### src/rtl/basilisk_sqrt_operation_pkg.sv
// -----------------------------------------------------------------------------
// basilisk_sqrt_operation_pkg
//
// Shared types for the basilisk FPU square-root stage:
//   - fpu_float_fields_t / fpu_float_conditions_t / fpu_round_mode_t:
//     the common FPU operand, operand-classification and rounding-mode types
//     produced by the FP decode/dispatch stage.
//   - basilisk_sqrt_command_t: operand a, its classification, rounding mode.
//   - basilisk_sqrt_result_t: unrounded root handed to normalize/round.
//   - basilisk_sqrt_state_t: control FSM states.
//   - basilisk_sqrt_exponent(): biased result exponent of sqrt(a).
// -----------------------------------------------------------------------------
package basilisk_sqrt_operation_pkg;

  // Root bits produced: 1 integer + 23 fraction + guard + round.
  localparam int BASILISK_SQRT_ROOT_BITS = 26;

  typedef struct packed {
    logic        sign;
    logic [7:0]  exponent;
    logic [22:0] mantissa;
  } fpu_float_fields_t;

  typedef struct packed {
    logic is_nan;
    logic is_inf;
    logic is_zero;
    logic is_denormal;
  } fpu_float_conditions_t;

  typedef enum logic [2:0] {
    FPU_RNE = 3'd0,
    FPU_RTZ = 3'd1,
    FPU_RDN = 3'd2,
    FPU_RUP = 3'd3,
    FPU_RMM = 3'd4
  } fpu_round_mode_t;

  typedef struct packed {
    fpu_float_fields_t     a;
    fpu_float_conditions_t conditions_a;
    fpu_round_mode_t       mode;
  } basilisk_sqrt_command_t;

  typedef struct packed {
    logic                               sign;
    logic [9:0]                         exponent;
    logic [BASILISK_SQRT_ROOT_BITS-1:0] mantissa;
    logic                               sticky;
    logic                               nan;
    logic                               inf;
    logic                               zero;
    logic                               invalid;
    fpu_round_mode_t                    mode;
  } basilisk_sqrt_result_t;

  typedef enum logic [1:0] {
    IDLE    = 2'd0,
    ITERATE = 2'd1,
    DONE    = 2'd2
  } basilisk_sqrt_state_t;

  // Biased exponent of sqrt(a) for a normal operand. The unbiased exponent is
  // forced even (an odd one is absorbed by doubling the radicand), then halved.
  function automatic logic [9:0] basilisk_sqrt_exponent(input logic [7:0] biased_exp);
    logic signed [9:0] unbiased;
    logic signed [9:0] halved;
    unbiased = $signed({2'b00, biased_exp}) - 10'sd127;
    if (unbiased[0]) begin
      unbiased = unbiased - 10'sd1;
    end
    halved = unbiased >>> 1;
    return 10'(halved + 10'sd127);
  endfunction

endpackage

### src/rtl/basilisk_sqrt_step.sv
// -----------------------------------------------------------------------------
// basilisk_sqrt_step
//
// One combinational restoring square-root step: brings down the next two
// radicand bits, trial-subtracts (root<<2)|1 and produces one new root bit.
//
// Ports:
//   rem_in   [ROOT_BITS+1:0]  partial remainder before the step
//   root_in  [ROOT_BITS-1:0]  partial root before the step
//   pair_in  [1:0]            next two radicand bits (MSB first)
//   rem_out  [ROOT_BITS+1:0]  partial remainder after the step
//   root_out [ROOT_BITS-1:0]  partial root after the step (new bit in LSB)
// -----------------------------------------------------------------------------
module basilisk_sqrt_step
  import basilisk_sqrt_operation_pkg::*;
#(
  parameter int ROOT_BITS = BASILISK_SQRT_ROOT_BITS
) (
  input  logic [ROOT_BITS+1:0] rem_in,
  input  logic [ROOT_BITS-1:0] root_in,
  input  logic [1:0]           pair_in,
  output logic [ROOT_BITS+1:0] rem_out,
  output logic [ROOT_BITS-1:0] root_out
);

  logic [ROOT_BITS+1:0] rem_shift;
  logic [ROOT_BITS+1:0] divisor;
  logic [ROOT_BITS+2:0] trial;
  logic                 fits;
  logic                 unused_bits;

  // The remainder never exceeds 2*root and the root has at most ROOT_BITS-1
  // significant bits before the last step, so the top two remainder bits and
  // the root MSB are always zero on entry and can be shifted out.
  assign rem_shift = {rem_in[ROOT_BITS-1:0], pair_in};
  assign divisor   = {root_in, 2'b01};

  // One extra bit so the borrow tells us whether the trial went negative.
  assign trial = {1'b0, rem_shift} - {1'b0, divisor};
  assign fits  = ~trial[ROOT_BITS+2];

  assign rem_out  = fits ? trial[ROOT_BITS+1:0] : rem_shift;
  assign root_out = {root_in[ROOT_BITS-2:0], fits};

  assign unused_bits = ^{rem_in[ROOT_BITS+1:ROOT_BITS], root_in[ROOT_BITS-1]};

endmodule

### src/rtl/basilisk_sqrt_operation.sv
// -----------------------------------------------------------------------------
// basilisk_sqrt_operation
//
// Iterative significand square-root stage of the basilisk FPU. Accepts one
// command at a time, classifies the operand, short-circuits special cases and
// otherwise runs a restoring square root producing ROOT_BITS root bits
// (1 integer + 23 fraction + guard + round) plus a sticky bit. The unrounded
// result goes to the shared normalize/round stage.
//
// Configuration macro:
//   BASILISK_SQRT_RADIX4_EN  - when defined, two restoring steps are chained
//                              per cycle (normal latency ROOT_BITS/2+1 instead
//                              of ROOT_BITS+1); results are bit-identical.
//
// Ports:
//   clk            clock
//   rst            asynchronous active-low reset
//   command_valid  command offered
//   command_ready  block can accept a command (IDLE only)
//   command_data   basilisk_sqrt_command_t: operand a, conditions_a, mode
//   result_valid   result offered (DONE only)
//   result_ready   consumer accepts result
//   result_data    basilisk_sqrt_result_t: sign, exponent, mantissa, sticky,
//                  nan, inf, zero, invalid, mode
// -----------------------------------------------------------------------------
module basilisk_sqrt_operation
  import basilisk_sqrt_operation_pkg::*;
#(
  parameter int ROOT_BITS = BASILISK_SQRT_ROOT_BITS  // must be even
) (
  input  logic                                      clk,
  input  logic                                      rst,
  input  logic                                      command_valid,
  output logic                                      command_ready,
  input  logic [$bits(basilisk_sqrt_command_t)-1:0] command_data,
  output logic                                      result_valid,
  input  logic                                      result_ready,
  output logic [$bits(basilisk_sqrt_result_t)-1:0]  result_data
);

`ifdef BASILISK_SQRT_RADIX4_EN
  localparam int STEPS_PER_CYCLE = 2;
`else
  localparam int STEPS_PER_CYCLE = 1;
`endif

  localparam int ITER_CYCLES = ROOT_BITS / STEPS_PER_CYCLE;
  localparam int COUNT_W     = $clog2(ITER_CYCLES);
  localparam int RAD_W       = 2 * ROOT_BITS;
  localparam int REM_W       = ROOT_BITS + 2;

  // ---------------------------------------------------------------------------
  // Command decode
  // ---------------------------------------------------------------------------
  basilisk_sqrt_command_t cmd;
  logic                   is_flushed_zero;
  logic [RAD_W-1:0]       radicand_base;
  logic [RAD_W-1:0]       radicand_load;

  assign cmd             = command_data;
  assign is_flushed_zero = cmd.conditions_a.is_zero | cmd.conditions_a.is_denormal;

  // 1.m aligned with two integer bits at the top of the radicand.
  assign radicand_base = {2'b01, cmd.a.mantissa, {(RAD_W-25){1'b0}}};

  // An even biased exponent means an odd unbiased one: double the radicand so
  // the exponent that remains can be halved exactly.
  assign radicand_load = cmd.a.exponent[0] ? radicand_base
                                           : {radicand_base[RAD_W-2:0], 1'b0};

  // ---------------------------------------------------------------------------
  // State and datapath registers
  // ---------------------------------------------------------------------------
  basilisk_sqrt_state_t  state_reg,    state_next;
  logic [RAD_W-1:0]      radicand_reg, radicand_next;
  logic [REM_W-1:0]      rem_reg,      rem_next;
  logic [ROOT_BITS-1:0]  root_reg,     root_next;
  logic [COUNT_W-1:0]    count_reg,    count_next;
  basilisk_sqrt_result_t result_reg,   result_next;

  // ---------------------------------------------------------------------------
  // Step chain: rem/root flow through STEPS_PER_CYCLE restoring steps, each
  // consuming the next radicand pair from the top of radicand_reg.
  // ---------------------------------------------------------------------------
  logic [REM_W-1:0]     rem_chain  [0:STEPS_PER_CYCLE];
  logic [ROOT_BITS-1:0] root_chain [0:STEPS_PER_CYCLE];

  assign rem_chain[0]  = rem_reg;
  assign root_chain[0] = root_reg;

  genvar gi;
  generate
    for (gi = 0; gi < STEPS_PER_CYCLE; gi++) begin : g_step
      basilisk_sqrt_step #(
        .ROOT_BITS(ROOT_BITS)
      ) u_step (
        .rem_in  (rem_chain[gi]),
        .root_in (root_chain[gi]),
        .pair_in (radicand_reg[RAD_W-1-2*gi -: 2]),
        .rem_out (rem_chain[gi+1]),
        .root_out(root_chain[gi+1])
      );
    end
  endgenerate

  // ---------------------------------------------------------------------------
  // Next-state and datapath logic
  // ---------------------------------------------------------------------------
  always_comb begin
    state_next    = state_reg;
    radicand_next = radicand_reg;
    rem_next      = rem_reg;
    root_next     = root_reg;
    count_next    = count_reg;
    result_next   = result_reg;

    case (state_reg)
      IDLE: begin
        if (command_valid) begin
          result_next      = '0;
          result_next.sign = cmd.a.sign;
          result_next.mode = cmd.mode;
          state_next       = DONE;

          if (cmd.conditions_a.is_nan) begin
            result_next.nan = 1'b1;
          end else if (cmd.a.sign && !is_flushed_zero) begin
            // Negative nonzero, -inf included.
            result_next.invalid = 1'b1;
            result_next.nan     = 1'b1;
          end else if (is_flushed_zero) begin
            // sqrt(+-0) = +-0; denormals are treated as zero of the same sign.
            result_next.zero = 1'b1;
          end else if (cmd.conditions_a.is_inf) begin
            result_next.inf = 1'b1;
          end else begin
            result_next.exponent = basilisk_sqrt_exponent(cmd.a.exponent);
            radicand_next        = radicand_load;
            rem_next             = '0;
            root_next            = '0;
            count_next           = '0;
            state_next           = ITERATE;
          end
        end
      end

      ITERATE: begin
        rem_next      = rem_chain[STEPS_PER_CYCLE];
        root_next     = root_chain[STEPS_PER_CYCLE];
        radicand_next = {radicand_reg[RAD_W-1-2*STEPS_PER_CYCLE:0],
                         {(2*STEPS_PER_CYCLE){1'b0}}};
        if (count_reg == COUNT_W'(ITER_CYCLES - 1)) begin
          // Last root bits land this cycle; publish straight from the chain.
          result_next.mantissa = root_chain[STEPS_PER_CYCLE];
          result_next.sticky   = |rem_chain[STEPS_PER_CYCLE];
          state_next           = DONE;
        end else begin
          count_next = count_reg + COUNT_W'(1);
        end
      end

      DONE: begin
        // result_reg is untouched here, so data holds through backpressure.
        if (result_ready) begin
          state_next = IDLE;
        end
      end

      default: begin
        state_next = IDLE;
      end
    endcase
  end

  always_ff @(posedge clk or negedge rst) begin
    if (!rst) begin
      state_reg    <= IDLE;
      radicand_reg <= '0;
      rem_reg      <= '0;
      root_reg     <= '0;
      count_reg    <= '0;
      result_reg   <= '0;
    end else begin
      state_reg    <= state_next;
      radicand_reg <= radicand_next;
      rem_reg      <= rem_next;
      root_reg     <= root_next;
      count_reg    <= count_next;
      result_reg   <= result_next;
    end
  end

  // ---------------------------------------------------------------------------
  // Outputs
  // ---------------------------------------------------------------------------
  assign command_ready = (state_reg == IDLE);
  assign result_valid  = (state_reg == DONE);
  assign result_data   = result_reg;

endmodule

### config.mk
export PLATFORM = sky130hd
export DESIGN_NAME = basilisk_sqrt_operation
export DESIGN_NICKNAME = d
export VERILOG_FILES = /design/src/rtl/basilisk_sqrt_operation_pkg.sv /design/src/rtl/basilisk_sqrt_step.sv /design/src/rtl/basilisk_sqrt_operation.sv
export SDC_FILE = /design/constraint.sdc
export NUM_CORES = 1
export LEC_CHECK = 0
export CORE_ASPECT_RATIO = 0.9
export CORE_MARGIN = 8
export CORE_UTILIZATION = 60
export DETAILED_ROUTE_END_ITERATION = 8
export PLACE_DENSITY = 0.85
export REMOVE_ABC_BUFFERS = 1
export SYNTH_ARGS = -nofsm -noshare
export SYNTH_HDL_FRONTEND = slang
export SYNTH_SLANG_ARGS = --single-unit
### constraint.sdc
create_clock -name clk -period 5 [get_ports clk]
set_input_delay 0.75 -clock clk [delete_from_list [all_inputs] [get_ports clk]]
set_output_delay 0.75 -clock clk [all_outputs]
set_load 0.05 [all_outputs]
Word-level counts from Yosys, hierarchy flattened:

Cells that the tools add are included.

* register bits after elaboration: 156
* latch bits: 0
* bits in writable memories: 0
* memory bits (read-only): 0
* input bits: 43
* output and inout bits: 47
* word-level logic and storage cells: 98
* memories: 0

* add/subtract/negate cells: 5
* multiply operators: 0
* divide/modulo/power cells: 0
* magnitude comparators: 0
* eq/ne operators: 11
* shifts and indexed selects: 0
* mux-type cells: 56
* bitwise gates (word level): 2
* reductions and logical operators: 10

Operator list (count)
* two-way mux 52 bit: 6
* two-way mux 26 bit: 10
* two-way mux 10 bit: 11
* one-hot mux 26 bit (2 select lines): 2
* one-hot mux 52 bit (2 select lines): 1
* one-hot mux 27 bit (2 select lines): 1
* two-way mux 34 bit: 1
* two-way mux 5 bit: 6
* subtractor 28 x 28 -> 29 bit: 1
* two-way mux 28 bit: 1
* OR reduction 28 bit: 1
* two-way mux 27 bit: 1
* two-way mux 2 bit: 8
* != test 2 bit (second input constant): 7
* adder 9 x 8 -> 10 bit (second input constant): 1
* one-hot mux 5 bit (2 select lines): 1
* subtractor 9 x 2 -> 10 bit (second input constant): 1
* subtractor 8 x 7 -> 9 bit (second input constant): 1
* AND reduction 7 bit: 1
* one-hot mux 2 bit (3 select lines): 1
* AND reduction 3 bit: 2
* AND reduction 6 bit: 1
* adder 5 x 1 -> 5 bit (second input constant): 1
* == test 5 bit (second input constant): 1
* 12 further kinds: 16

Longest topological paths before layout:

* depth in word-level cells: 14
* mapped depth: 13
* depth with buffers taken out: 11

Cells and area by module:

A second synthesis with hierarchy kept.

* cell total of the unflattened synthesis: 906
* area total of the unflattened synthesis: 7988.9 µm²

Modules (own cells, without submodules)
* basilisk_sqrt_operation: instances 1, cells each 583, area each 5794.3 µm², sequential area each 3278.1 µm²
* basilisk_sqrt_step: instances 1, cells each 323, area each 2194.6 µm², sequential area each 0.0 µm²

Worst setup path before layout:

No wires, ideal clock.

* path type: register to register
* from: register state_reg[0]
* to: register result_reg, in the netlist result_data[7]
* setup time: 0.135 ns
* data arrival time: 2.825 ns
* data required time: 4.865 ns
* path slack: 2.039 ns
* stages on the path, launching flop included: 9
* path buffers: 0
* period minus slack after synthesis: 2.961 ns
* path through: dfrtp_1 -> nor2_1 -> a21oi_1 -> a2111oi_0 -> o21ai_0 -> or4_1 -> nor4_2 -> a21o_1 -> o211ai_2

* word-level cells in the longest chain between the ends: 3

Ends and longest elaborated chain
* from (decl): line basilisk_sqrt_operation.sv:74 `basilisk_sqrt_state_t state_reg, state_next;`
* from (signal assigned): line basilisk_sqrt_operation.sv:184 `state_reg <= state_next;`
* zero test 2 bit *
* named net command_ready: line basilisk_sqrt_operation.sv:34 `output logic command_ready,`
* != test 2 bit (no line) / nonzero test 2 bit (equally long branches)
* AND reduction 3 bit (no line)
* to (signal assigned): line basilisk_sqrt_operation.sv:189 `result_reg <= result_next;`
* to (decl): line basilisk_sqrt_operation.sv:79 `basilisk_sqrt_result_t result_reg, result_next;`

The timed path passes the listed nets; every way through them passes the cells marked *.
A chain may end at the register's enable or synchronous reset.

Worst setup path in the final report:

* from: register rem_reg[8]
* to: register result_reg, in the netlist result_data[7]

* word-level cells in the longest chain between the ends: 5

Ends and longest elaborated chain
* from (decl): line basilisk_sqrt_operation.sv:76 `logic [REM_W-1:0] rem_reg, rem_next;`
* from (signal assigned): line basilisk_sqrt_operation.sv:186 `rem_reg <= rem_next;`
* subtractor 28 x 28 -> 29 bit: line basilisk_sqrt_step.sv:39 `assign trial = {1'b0, rem_shift} - {1'b0, divisor};`
* two-way mux 28 bit *: line basilisk_sqrt_step.sv:42 `assign rem_out = fits ? trial[ROOT_BITS+1:0] : rem_shift;`
* OR reduction 28 bit *: line basilisk_sqrt_operation.sv:155 `result_next.sticky = |rem_chain[STEPS_PER_CYCLE];`
* two-way mux 27 bit *: line basilisk_sqrt_operation.sv:152 `if (count_reg == COUNT_W'(ITER_CYCLES - 1)) begin`
* one-hot mux 27 bit (2 select lines) *: line basilisk_sqrt_operation.sv:117 `case (state_reg)`

Mark *: on every way between the ends. The rest lies on a longest branch, timed or not. The select of a mux whose other input is x is not followed.

==> impl_metrics.env <==
export IMPL_status="finished clean"
export IMPL_clockBufferDepth=2
export IMPL_ios=90
export IMPL_vias_per_cell=6.048
export IMPL_gp_congestion=0.8955
export IMPL_vias=6895
export IMPL_end_kind="flip-flop"
export IMPL_initial_core_util_pct=61.28
export IMPL_grtUsageMet2_pct=36.48
export IMPL_synth_flop_cell="dfrtp_1"
export IMPL_rows=39
export IMPL_drive_gt1_share_pct=6.045
export IMPL_die_w_um=135.8
export IMPL_grt_pass1_wl_mm=32.02
export IMPL_h_tree_depth=4
export IMPL_synth_edf_count=0
export IMPL_grt_max_degree=106
export IMPL_setup_ws_ns=1.518
export IMPL_syn_inst=900
export IMPL_async_flop_share_pct=100.0
export IMPL_coreArea_um2=12640
export IMPL_place_ws_ns=1.447
export IMPL_ir_drop_mv=0.4704
export IMPL_setup_violations=0
export IMPL_grt_pass1_vias=6595
export IMPL_multi_input_area_um2=4169
export IMPL_timing_worst_setup_path_type="reg -> reg"
export IMPL_rsz0062_at_grt="no"
export IMPL_grtUsageTotal_pct=23.53
export IMPL_worstMarginPinSlew_ns=1.024
export IMPL_cts_repair_resized=0
export IMPL_area_delta_synth_final_pct=20.32
export IMPL_finalCritPeriodShare_pct=69.63
export IMPL_grt_overflow=0
export IMPL_met3_usage_pct=5.000
export IMPL_ant_nets=0
export IMPL_wl_mm=19.19
export IMPL_register_area_um2=3228
export IMPL_holdBufCountCts=0
export IMPL_yosysSeqAreaShare_pct=41.68
export IMPL_use_met1_pct=31.82
export IMPL_fin_nets=1037
export IMPL_final_core_util_pct=73.74
export IMPL_placedCellCount=1108
export IMPL_critical_path_startpoint_type="flip-flop"
export IMPL_dp_hpwl_mm=12.88
export IMPL_hold_viol=0
export IMPL_synth_area_per_cell_um2=8.605
export IMPL_n_antenna_cell=0
export IMPL_powerDensity_nw_per_um2=653.9
export IMPL_slew_headroom_pct=31.71
export IMPL_fin_tns_setup_ns=0
export IMPL_crit_required_ns=5.30
export IMPL_layout_min_cycle_time_ns=3.482
export IMPL_antenna_found_initial=0
export IMPL_ys_warn_count=0
export IMPL_busiest_layer="met2"
export IMPL_path_clk_slew_ns=0.06
export IMPL_die_area_um2=16810
export IMPL_whs_ns=0.2868
export IMPL_post_route_drc_count=0
export IMPL_clock_sinks=129
export IMPL_port_buffers=89
export IMPL_postCtsSetupBuffers=0
export IMPL_synth_seq_cells=129
export IMPL_finalMaxSlewViolations=0
export IMPL_largest_reg_flops=45
export IMPL_clk_latency_ns=0.43
export IMPL_leakage_nw=4.254
export IMPL_cts_buffers=17
export IMPL_maxCapViolations=0
export IMPL_wl_per_cell_um=16.83
export IMPL_die_y_um=123.8
export IMPL_fmax_mhz=287.2
export IMPL_root_buffer="clkbuf_16"
export IMPL_fillCellCount=949
export IMPL_synth_cell_area_um2=7745
export IMPL_finalClockSkew_ns=0.009518
export IMPL_finalNonFillerCells=1140
export IMPL_first_pass_iters=5
export IMPL_hold_path_class="in -> async"
export IMPL_crit_fanout=16
export IMPL_initialDrtViolationCount=635
export IMPL_arrival_ns=3.78
export IMPL_synth_distinct_cells=65
export IMPL_tritoncts="yes"
metal layers:
metal  wire, um  vias up
li1           -     3358
met1       8944     3293
met2       8761      210
met3       1154       34
met4        326        0
met5          0        -
synth_stat cells (4+ instances only):
cell type  count  area, um2
o31ai_1       29      217.7
a311oi_1       4      35.03
a21oi_1       55      275.3
and3_1         6      37.54
nor3_1        15      75.07
xnor2_1       13      113.9
clkbuf_1      42      157.7
dfrtp_1      129       3228
nor2b_1        5      31.28
mux2_2         5      56.30
mux2i_1       38      380.4
o21ai_0      102      510.5
nand2b_1       6      37.54
a21o_1        13      97.59
inv_1         41      153.9
or3_1          6      37.54
nand3_1       16      80.08
a31oi_1        7      43.79
a22o_1         6      52.55
nand2_1      153      574.3
ha_1          31      387.9
and2_1         5      31.28
nor4_1         9      56.30
xor2_1        15      131.4
o211ai_1       7      52.55
nor2_1        55      206.5
o21ai_1       14      70.07
a211oi_1       5      37.54
buf_1          4      15.01
worst paths after layout:
kind	slack, ns	to	depth (start not counted)	startpoint
max	1.52	result_data[7]	11	rem_reg[8]
min	0.29	root_reg[11]	1	rst
max reg2reg	1.52	result_data[7]	11	rem_reg[8]
min reg2reg	0.47	result_data[28]	2	result_data[28]
max in group asynchronous	3.71	root_reg[0]	2	rst
min in group clk	0.47	result_data[28]	2	result_data[28]
critical path, cell delays in order, from the launching register on:
cell and delay [ns]:
dfrtp_1 0.41, ha_1 0.49, nand2_1 0.09, o21ai_1 0.52, nor2_1 0.14, a311oi_1 0.39, nand2_1 0.14, a31oi_2 0.32
buf_4 0.35, and4_1 0.23, o2111a_1 0.18, o211ai_2 0.09
layout make-up:
class	count	area share, %
multi-input cells	677	44.74
clock inverters	12	1.692
well taps	164	2.202
flip-flops and latches	129	34.64
inverters	41	1.651
clock buffers	20	4.901
repair buffers	97	10.18
power by group:
| part | internal (mW) | switching, mW | leakage [nW] |
|---|---|---|---|
| combinational | 1.23 | 1.99 | 2.33 |
| sequential | 1.33 | 0.251 | 1.64 |
| clock | 0.811 | 0.475 | 0.293 |
placed cells by master, fill, tap and decap left out, drive strengths merged, types with 6 or more instances in the layout:
master         synthesis  final
dfrtp                129    129
o21ai                116    116
clkbuf                42     20
a22o                   6      6
buf                   11      9
xnor2                 13     13
nand3                 16     16
o31ai                 29     29
a21o                  14     14
ha                    31     31
nor2                  55     55
a21oi                 55     55
or3                    6      6
clkdlybuf4s50          0     88
inv                   41     42
a31oi                  7      7
and3                   6      6
nand2                153    153
nand2b                 6      6
mux2i                 38     38
o211ai                 8      8
nor3                  15     15
nor4                  10     10
xor2                  15     15
per-stage QoR:
stage,power (mW),area [um2]
6_report,6.093,9319
5_1_grt,6.506,9319
4_1_cts,6.032,9319
3_5_place_dp,4.698,8705
3_3_place_gp,4.634,8705
2_1_floorplan,3.917,7523
kinds of logic (layout without fill, tap and decap cells):
kind of cell / Yosys count / after routing / synth area share (%)
fa+ha+maj: 31 / 31 / 5.008
xor+xnor: 28 / 28 / 3.166
mux: 43 / 43 / 5.638
flops: 129 / 129 / 41.68
buf+inv: 94 / 170 / 4.846
compound gates: 279 / 279 / 22.36
simple gates: 296 / 296 / 17.30
Note: power is estimated with default switching activity, not from simulation.
==> variant, RTL diff (same settings) <==
Compare `count_reg` against `COUNT_W'(ITER_CYCLES - 1)` with >= in place of ==.
--- a/src/rtl/basilisk_sqrt_operation.sv
+++ b/src/rtl/basilisk_sqrt_operation.sv
@@ -150,5 +150,5 @@
         radicand_next = {radicand_reg[RAD_W-1-2*STEPS_PER_CYCLE:0],
                          {(2*STEPS_PER_CYCLE){1'b0}}};
-        if (count_reg == COUNT_W'(ITER_CYCLES - 1)) begin
+        if (count_reg >= COUNT_W'(ITER_CYCLES - 1)) begin
           // Last root bits land this cycle; publish straight from the chain.
           result_next.mantissa = root_chain[STEPS_PER_CYCLE];
Function: same outputs for any inputs over 4 cycles, from zero or initial values and one cycle with rst low; that may be too few to reach the edited logic, so the function may still have changed.
==> variant against the original RTL <==
  * Via count shrank 7.4%
  * Cell area down 2.6%
  * Highest routed layer unchanged
  * Worst setup slack improved by 0.0024 ns
  * Fmax is essentially flat
  * Die area down 3.1%
  * Area after synthesis shrank 3.5%
  * Power grew 4.6%
  * Routed wire length decreased by 4.6%
  * Sequential cell count did not move
  * Largest power group unchanged
  * Critical endpoint unchanged
  * Worst hold slack better by 0.0049 ns
  * Clock skew shrank 0.0026 ns
  * Final cell count decreased by 4.2%
==> variant: results (changes against the original RTL) <==
status complete, no violations; Max Slew Vio Count 0 (unchanged); register area share after synthesis 43.2% (+1.5 points); delay of the slowest critical-path stage 0.45 ns (-0.07 ns); initial antenna violation count 0 (unchanged); count of buffers inserted at the top-level ports 89 (unchanged); first-pass GRT wire length 31,300 um (-2.1%); flop2flop setup slack 1.52 ns (about the same); vias in the first global route 6,546 (-0.74%); Commonest cells post-synth 151 x nand2_1, 129 x dfrtp_1, 112 x o21ai_0, 59 x a21oi_1, 48 x clkbuf_1; Worst R2R Start rem_reg[2]; synth top area cells dfrtp_1 43%, nand2_1 7.6%, o21ai_0 7.5%; largest net degree at the start of global routing 77 (-27%); R2R cell count 11 (unchanged); Detailed Place HPWL 12,600 um (-2.4%); Layout Skew 0.00696 ns (-0.00256 ns); Routed WL 18,300 um (-4.6%); fraction of synthesized area in multiplexers 5.57% (-0.064 points); Final GP Congestion 0.838 (-6.4%); Crit path arrival time 3.76 ns (-0.02 ns); crit-path max FO 32 (+16); Root Buffer clkbuf_16; Post-synth ARST share 100% (unchanged); Reg-to-Reg End result_data[7]; worst hold path class in -> async; xor/xnor share of the synthesized area 3.98% (+0.82 points); max reg flops 45 (unchanged); placed inst area 8420 um^2 (-3.3%); Max IR drop VDD 0.335 mV (-29%); compound-cell area share of the yosys netlist 21.0% (-1.4 points); Main synth FF type dfrtp_1; via count 6,386 (-7.4%); first-pass detailed-route iteration total 6 (+1); total gr overflow 0 (unchanged); crit path max-delay cell type or4_4; Post-CTS Resized 0 (unchanged); delay-heaviest family, CP compound AO/OA/AOI/OAI gates; Synth cell types 61 (-6.2%); Total Nets Final 993 (-4.2%); worst slew pin tran 1.08 ns (+0.0507 ns); Starting DRT DRC Count 471 (-26%); Clock Tree Buf Depth 2 (unchanged); clock latency on the worst-skew pair 0.42 ns; Leakage Power 4.16 nW (-2.3%); GRT Total Usage 23.2% (-0.35 points); clk slew on worst S/H paths 0.06 ns (about the same); fraction of layout cells with a size suffix above 1 6.55% (+0.50 points); H-tree depth 4 (unchanged); # diodes 0 (unchanged); post-CTS setup buffers 0 (unchanged); Yosys warnings 0 (unchanged); Synth Area in Adders 5.19% (+0.18 points)
## variant: metrics by stage
step | total power [mW] | setup WS (ns) | cells | util, % | hold WS [ns]
CTS | 6.35 | 1.53 | 1092 | 74.8 | 0.309
finish | 6.37 | 1.52 | 1092 | 74.8 | 0.292
detailed placement | 4.91 | 1.52 | 1060 | 69.5 | 0.465
floorplan | 4.09 | 0.410 | 804 | - | 0.445
global route | 6.85 | 1.37 | 1092 | 74.8 | 0.328
global placement | 4.83 | 1.64 | 1060 | 69.5 | 0.458
## variant: cells by family after synthesis
group,count (synthesis)
AND/OR/NAND/NOR,272
adder cells (fa/ha/maj),31
flip-flops,129
XOR/XNOR,34
multiplexers,41
AO/OA/AOI/OAI,256
buffers and inverters,96
## variant: routing by layer
metal  GRT usage, %  up-vias  wire length (um)
met4           9.32        0               349
met2           38.2      188              8950
li1               -     3138                 -
met1           28.7     3031              8030
met5              0        -                 0
met3           6.01       29               977
## variant: worst max-delay path by stage
stage	from	to	slack (ns)	cells after the start
CTS	rem_reg[1]	result_data[7]	1.53	11
global placement	command_data[38]	radicand_reg[50]	1.64	7
global route	rem_reg[2]	result_data[7]	1.37	11
finish	rem_reg[2]	result_data[7]	1.52	11
detailed placement	command_data[30]	result_data[40]	1.52	12
floorplan	rem_reg[20]	result_data[7]	0.41	9
## variant: power by group
part	total (mW)	switching [mW]	internal (mW)	leakage (nW)
Clock	1.39	0.494	0.895	0.317
Combinational	3.33	2.06	1.27	2.19
Sequential	1.66	0.279	1.38	1.65
## variant: worst register-to-register path, stage by stage (launching register included)
cell       delay (ns)
dfrtp_1          0.44
ha_1             0.37
o211ai_1         0.13
a21oi_1          0.33
a21oi_4          0.15
o2bb2ai_1        0.24
o21ai_2          0.19
buf_4            0.42
nand2_1          0.11
or4_4            0.45
a2111oi_4        0.38
a41oi_1          0.15
## variant: area by class of cell
cell class	instances	area, um^2
Multi-Input combinational cell	634	3900
Timing Repair Buffer	96	941
Clock inverter	14	224
Clock buffer	18	429
Tap cell	160	200
Inverter	41	154
Fill cell	915	3050
Sequential cell	129	3230
